**config.mk**
```make
export PLATFORM = sky130hd
export DESIGN_NAME = multi_timer
export DESIGN_NICKNAME = d
export VERILOG_FILES = /design/src/rtl/multi_timer.sv
export SDC_FILE = /design/constraint.sdc
export NUM_CORES = 1
export LEC_CHECK = 0
export ABC_AREA = 1
export ABC_CLOCK_PERIOD_IN_PS = 7400
export BUFFER_PORTS_ARGS = -buffer_cell sky130_fd_sc_hd__buf_2
export CORE_MARGIN = 1
export CORE_UTILIZATION = 62
export DETAILED_ROUTE_END_ITERATION = 7
export GPL_TIMING_DRIVEN = 0
export PLACE_DENSITY = 0.86
export SYNTH_ARGS = -nofsm -noshare
export SYNTH_HDL_FRONTEND = slang
export SYNTH_SLANG_ARGS = --single-unit
```
**constraint.sdc**
```tcl
create_clock -name i_clk -period 7.4 [get_ports i_clk]
set_clock_uncertainty 0.2 [all_clocks]
set_input_delay 0 -clock i_clk [delete_from_list [all_inputs] [get_ports i_clk]]
set_output_delay 0 -clock i_clk [all_outputs]
set_load 0.1 [all_outputs]
```
**src/rtl/multi_timer.sv**
```systemverilog
// NCH independent cycle timers with one-shot or auto-reload mode, abort and live count.
// Optional per-channel tick prescaler enabled by defining MULTI_TIMER_PRESCALE_EN.
module multi_timer #(
    parameter int NCH    = 1,
    parameter int CWIDTH = 32,
    parameter int PWIDTH = 8
) (
    input  logic                    i_clk,
    input  logic                    i_rst,
    input  logic [NCH-1:0]          i_start,
    input  logic [NCH-1:0]          i_stop,
    input  logic [NCH-1:0]          i_periodic,
    input  logic [NCH*CWIDTH-1:0]   i_cycles,
`ifdef MULTI_TIMER_PRESCALE_EN
    input  logic [PWIDTH-1:0]       i_prescale,
`endif
    output logic [NCH-1:0]          o_busy,
    output logic [NCH-1:0]          o_expire,
    output logic [NCH-1:0]          o_done,
    output logic [NCH*CWIDTH-1:0]   o_count
);

    typedef enum logic [1:0] {
        ST_IDLE  = 2'd0,
        ST_ARMED = 2'd1,
        ST_RUN   = 2'd2
    } state_t;

    for (genvar k = 0; k < NCH; k++) begin : g_ch
        state_t              state_r, state_next_s;
        logic [CWIDTH-1:0]   count_r, count_next_s;
        logic [CWIDTH-1:0]   target_r, target_next_s;
        logic [CWIDTH-1:0]   last_s;
        logic                mode_r, mode_next_s;
        logic                done_r, done_next_s;
        logic                expire_r, expire_next_s;
        logic                busy_r;
        logic                tick_s;

`ifdef MULTI_TIMER_PRESCALE_EN
        logic [PWIDTH-1:0]   presc_r, presc_next_s;

        // Tick when the divider reaches P; >= keeps a lowered live P from wrapping the divider.
        always_comb begin
            tick_s       = (presc_r >= i_prescale);
            presc_next_s = presc_r;
            if (i_start[k]) begin
                presc_next_s = '0;
            end else if ((state_r == ST_IDLE) || i_stop[k]) begin
                presc_next_s = presc_r;
            end else if (tick_s) begin
                presc_next_s = '0;
            end else begin
                presc_next_s = presc_r + PWIDTH'(1);
            end
        end

        // Prescaler register
        always_ff @(posedge i_clk) begin
            if (i_rst) begin
                presc_r <= '0;
            end else begin
                presc_r <= presc_next_s;
            end
        end
`else
        assign tick_s = 1'b1;
`endif

        // A zero target behaves as one, so the terminal count value is max(N,1)-1.
        assign last_s = (target_r == '0) ? '0 : (target_r - CWIDTH'(1));

        // Next-state and output decode; start overrides everything, stop beats counting.
        always_comb begin
            state_next_s  = state_r;
            count_next_s  = count_r;
            target_next_s = target_r;
            mode_next_s   = mode_r;
            done_next_s   = done_r;
            expire_next_s = 1'b0;
            if (i_start[k]) begin
                state_next_s  = ST_ARMED;
                target_next_s = i_cycles[k*CWIDTH +: CWIDTH];
                mode_next_s   = i_periodic[k];
                count_next_s  = '0;
                done_next_s   = 1'b0;
            end else begin
                case (state_r)
                    ST_IDLE: begin
                        state_next_s = ST_IDLE;
                    end
                    ST_ARMED, ST_RUN: begin
                        if (i_stop[k]) begin
                            state_next_s = ST_IDLE;
                        end else begin
                            state_next_s = ST_RUN;
                            if (tick_s) begin
                                if (count_r == last_s) begin
                                    expire_next_s = 1'b1;
                                    done_next_s   = 1'b1;
                                    if (mode_r) begin
                                        count_next_s = '0;
                                    end else begin
                                        count_next_s = count_r + CWIDTH'(1);
                                        state_next_s = ST_IDLE;
                                    end
                                end else begin
                                    count_next_s = count_r + CWIDTH'(1);
                                end
                            end else begin
                                count_next_s = count_r;
                            end
                        end
                    end
                    default: begin
                        state_next_s = ST_IDLE;
                    end
                endcase
            end
        end

        // Channel state and registered outputs
        always_ff @(posedge i_clk) begin
            if (i_rst) begin
                state_r  <= ST_IDLE;
                count_r  <= '0;
                target_r <= '0;
                mode_r   <= 1'b0;
                done_r   <= 1'b0;
                expire_r <= 1'b0;
                busy_r   <= 1'b0;
            end else begin
                state_r  <= state_next_s;
                count_r  <= count_next_s;
                target_r <= target_next_s;
                mode_r   <= mode_next_s;
                done_r   <= done_next_s;
                expire_r <= expire_next_s;
                busy_r   <= (state_next_s == ST_RUN);
            end
        end

        assign o_busy[k]                    = busy_r;
        assign o_expire[k]                  = expire_r;
        assign o_done[k]                    = done_r;
        assign o_count[k*CWIDTH +: CWIDTH]  = count_r;
    end

endmodule

```
## After elaboration in Yosys (flattened, before gate mapping)

Cells that the tools add are included.

| word-level totals | value |
|---|---|
| register bits | 70 |
| input port bits | 37 |
| output and inout port bits | 35 |
| word-level logic and storage cells | 30 |

| operators by class | value |
|---|---|
| add/subtract/negate cells | 2 |
| eq/ne operators | 4 |
| multiplexer cells | 9 |
| bitwise logic cells | 2 |
| reductions and logical operators | 6 |

Operator list:

| kind | count |
|---|---|
| $mux 32 | 3 |
| $add 32x1->32 const B | 1 |
| $eq 32x32->1 | 1 |
| $logic_not 32->1 | 1 |
| $sub 32x1->32 const B | 1 |
| $mux 2 | 5 |
| $eq 2x2->1 const B | 2 |
| $reduce_or 2->1 | 2 |
| $reduce_or 4->1 | 1 |
| $reduce_and 3->1 | 1 |
| $eq 2x1->1 const B | 1 |
| $not 1->1 | 2 |
| $reduce_and 2->1 | 1 |
| $mux 1 | 1 |

## Longest topological paths before layout

| depth | value |
|---|---|
| depth in word-level cells | 8 |
| depth in mapped cells | 20 |
| depth with buffers taken out | 18 |

## Worst setup path after synthesis

OpenSTA, ideal clock, no wires.

| timing | value |
|---|---|
| kind | register -> register |
| start point | reg g_ch[0].count_r[0] (netlist: o_count[0]) |
| end point | reg g_ch[0].count_r[28] (netlist: o_count[28]) |
| arrival | 2.691 ns |
| data required time | 7.087 ns |
| setup slack | 4.396 ns |
| stages on the path, launching flop included | 12 |
| path buffers | 0 |
| path through | dfxtp_1 > ha_1 > nand3_1 > nor4_1 > nand3b_1 > nor2_1 > nand3_1 > inv_1 > nand4_1 > or2_2 > nand3_1 > nor2_1 |

| on the way | value |
|---|---|
| word-level cells in the longest chain between the ends | 3 |
| elaborated cells between the ends (all ways) | 4 |
| those cells by class | 1 x add/sub; 1 x eq/ne; 2 x mux |

RTL lines:

| what | line | RTL |
|---|---|---|
| start: declaration | 31 | `logic [CWIDTH-1:0] count_r, count_next_s;` |
| start signal: assignment | 134 | `count_r <= count_next_s;` |
| $add 32x1->32 | 104, 108 |  |
| $mux 32 | 101 | `if (mode_r) begin` |
| $mux 32 (*) | 98 | `if (count_r == last_s) begin` |

Mark *: on every way between the ends. The rest lies on a longest branch, timed or not.
A chain may end at the register's enable or synchronous reset.

## Final worst setup path

| timing | value |
|---|---|
| start point | reg g_ch[0].target_r[0] |
| end point | reg g_ch[0].count_r[28] (netlist: o_count[28]) |

| on the way | value |
|---|---|
| word-level cells in the longest chain between the ends | 4 |
| elaborated cells between the ends (all ways) | 5 |
| those cells by class | 1 x add/sub; 1 x eq/ne; 2 x mux; 1 x reduce/logical |

RTL lines:

| what | line | RTL |
|---|---|---|
| start: declaration | 32 | `logic [CWIDTH-1:0] target_r, target_next_s;` |
| start signal: assignment | 135 | `target_r <= target_next_s;` |
| $sub 32x1->32 or $logic_not 32->1 (tied branches) | 71 | `assign last_s = (target_r == '0) ? '0 : (target_r - CWIDTH'(1));` |
| $mux 32 (*) | 71 |  |
| $eq 32x32->1 (*) | 98 |  |
| $mux 32 (*) | 98 |  |

Marks and branches as above.

==> results by group <==
Synthesis
  • Share of the synthesized area in the top cell type: 30.3%
  • Synthesized area: 4560 um^2
  • Ys flop type: dfxtp_1
  • Most area-consuming cells after synthesis: dfxtp_1, nand2_1, nor2_1, nand3_1, inv_1
  • Largest area contributor in the netlist: dfxtp_1
  • Top post-synthesis cells by count: nand2_1, nor2_1, inv_1
  • Sequential fraction of the synthesis area: 30.3%
  • Top-count cell post-synth: nand2_1
  • Synth async-reset ratio: 0%
  • EDFF count, synth: 0
  • Seq cells post-synth: 69
  • Avg Cell Area, Syn: 5.87 um^2
  • Synth Net Count: 816
  • Mapped Cells: 777
  • Yosys cell types: 34
  • Number of synthesis warnings: 0

Worst setup path
  • Cell chain of the critical path: inv_1, ha_1, nand2_2, inv_2, nand2_1, nor2_2, nand2_2, buf_2, nand3_1, nand2_1, nand2_1, a21oi_1, nand2_1, nor2_2, nand3_2, nor3_4, buf_4, nor2_1
  • CP delay by family, top: simple AND/OR/NAND/NOR gates
  • Slowest cell on the critical path: dfxtp_1
  • CP Launch Type: flop
  • Crit path max fanout: 10
  • CP max stage delay: 0.31 ns
  • Arrival time worst endpoint: 3.06 ns
  • Endpoint class of the critical path: flop
  • Cell repeated most along the worst path: nand2_1
  • Worst EP required: 7.45 ns
  • Buf/Inv on CP: 4
  • CP Class: flop to flop

Placement
  • HPWL Detailed: 11300 um
  • Gpl congestion: 1.05
  • Port Buffers: 71

CTS
  • Clock Latency Late Sink: 0.36 ns
  • Clk buf depth: 2
  • Clk root buf: clkbuf_8
  • Num CTS Buffers: 9
  • Resized cells post-CTS: 0
  • Worst-path clk slew: 0.08 ns
  • CTS tree: yes
  • H-tree depth: 3
  • Clk sinks: 69

Drt
  • Routed Antenna Nets: 0
  • Drt pass-1 iters: 6
  • DRC Markers: 0
  • Via/cell ratio: 5.86
  • WL final: 16100 um
  • Iter 0 DRT Violations: 659
  • Wire per inst: 16.0 um
  • Vias: 5884

STA
  • Final Max Slew Viols: 0
  • Period minus WS final: 3.00 ns
  • Max-slew headroom: 55.2%
  • Fmax: 333 MHz
  • Worst-Margin Slew: 0.670 ns
  • Final setup viols: 0
  • Hold Vio Cnt, Final: 0
  • Final Cycle Share: 40.6%
  • Setup TNS: 0 ns
  • RSZ-0062 raised after global routing: false

Pwr
  • Power Density: 161 nW/um^2
  • Pwr Total: 0.000911 W
  • Maximum vdd drop: 0.136 mV
  • Leakage: 2.62 nW

GRT
  • GRT Total Usage: 43.0%
  • Initial antenna violation count: 0
  • Global route overflow: 0
  • Vias in the first global route: 5330
  • Largest net degree at the start of global routing: 13
  • Global-route wire length before repair: 25200 um

Status
  • Outcome: finished, final reports clean

Floorplanning
  • DIE WIDTH: 87.7 um
  • Core Area: 6940 um^2
  • Row count: 30
  • Io pins: 72
  • Die area: 7700 um^2
  • Die height: 87.7 um
  • Initial Utilization: 65.6%

Run
  • Max Cap Viol: 0

Final layout
  • Layout cell share with drive strength beyond 1: 13.1%
  • ANT cells: 0
  • Final #Nets: 942
  • Layout area overhead: 24.5%

Worst hold path
  • Min-Delay Path Class: input port to flop
[flip-flops by register name, summed over array words and instances (netlist names)]
register	count
o_count	32
g_ch.state_r	2
g_ch.mode_r	1
g_ch.target_r	32
o_expire	1
o_done	1
[routing by layer]
layer	GRT usage (%)	share of wire (%)	vias up
li1	-	-	2730
met1	53.8	39	2608
met2	72.4	46	469
met3	7.07	12	77
met4	19.4	4.2	0
met5	0	0	-
[placed cells by master, fill, tap and decap left out, drive strengths merged]
master and count:
nor4 3, and2 1, clkbuf 20, nand3b 6, clkinv 6, nand4 28, o221ai 1, nor3 13
nand3 81, nand2 238, buf 80, inv 90, o21ai 59, dlygate4sd3 44, a22oi 1, a21oi 5
o21a 1, clkinvlp 3, o21bai 3, dfxtp 69, o211ai 2, xor2 10, or3 1, ha 2
nor2 137, bufinv 1, or2 3
[worst min-delay path, cell delays in order]
cell     delay (ns)
buf_2          0.07
nor2_1         0.05
buf_2          0.19
nand2_1        0.09
nand2_1        0.04
nand3_1        0.05
nor2_1         0.04
[timing repair]
action,CTS,global route
setup buffers,0,0
hold endpoints to repair,35,0
hold buffers,44,0
[metrics by stage]
step                      hold WS [ns]  util (%)  area, um^2  cells  setup WS (ns)
after global placement        -0.00388      72.5        5030    944           4.53
after global routing            0.0649      81.7        5670   1004           4.22
after detailed placement       0.00565      72.5        5030    944           4.49
final                           0.0209      81.7        5670   1004           4.40
after floorplan                -0.0873         -        4560    777           4.40
after CTS                       0.0149      81.7        5670   1004           4.47
[power breakdown]
| group | switching (W) | internal (W) | leakage (nW) | total, W |
|---|---|---|---|---|
| logic | 0.000129 | 0.0000708 | 1.96 | 0.000200 |
| registers | 0.0000132 | 0.000382 | 0.563 | 0.000396 |
| clock network | 0.000153 | 0.000163 | 0.0943 | 0.000316 |
| total | 0.000295 | 0.000617 | 2.62 | 0.000911 |
[path summary, 6_finish.rpt]
kind,start,to,slack [ns],cells after the start
worst min-delay path,i_stop,o_count[29]$_SDFFE_PP0P_,0.02,7
worst max-delay path,g_ch[0].target_r[0]$_SDFFE_PP0P_,o_count[28]$_SDFFE_PP0P_,4.40,18
worst max register to register,g_ch[0].target_r[0]$_SDFFE_PP0P_,o_count[28]$_SDFFE_PP0P_,4.40,18
worst min register to register,o_done$_SDFFE_PP0P_,o_done$_SDFFE_PP0P_,0.27,1
[kinds of logic after synthesis]
kind of cell	after synthesis	share of synthesized area [%]
buffers and inverters	113	9.99
XOR/XNOR	10	1.92
adder cells (fa/ha/maj)	2	0.549
AND/OR/NAND/NOR	511	48.9
flip-flops	69	30.3
AO/OA/AOI/OAI	72	8.37
[layout make-up]
cell class	count	area [um^2]
multi-input combinational	595	2720
sequential	69	1380
fill	520	1270
timing repair buffer	115	796
inverter	94	353
clock buffer	10	138
tap	96	120
buffer	19	103
clock inverter	6	62.6
No activity file was read; power rests on OpenSTA's default activity.
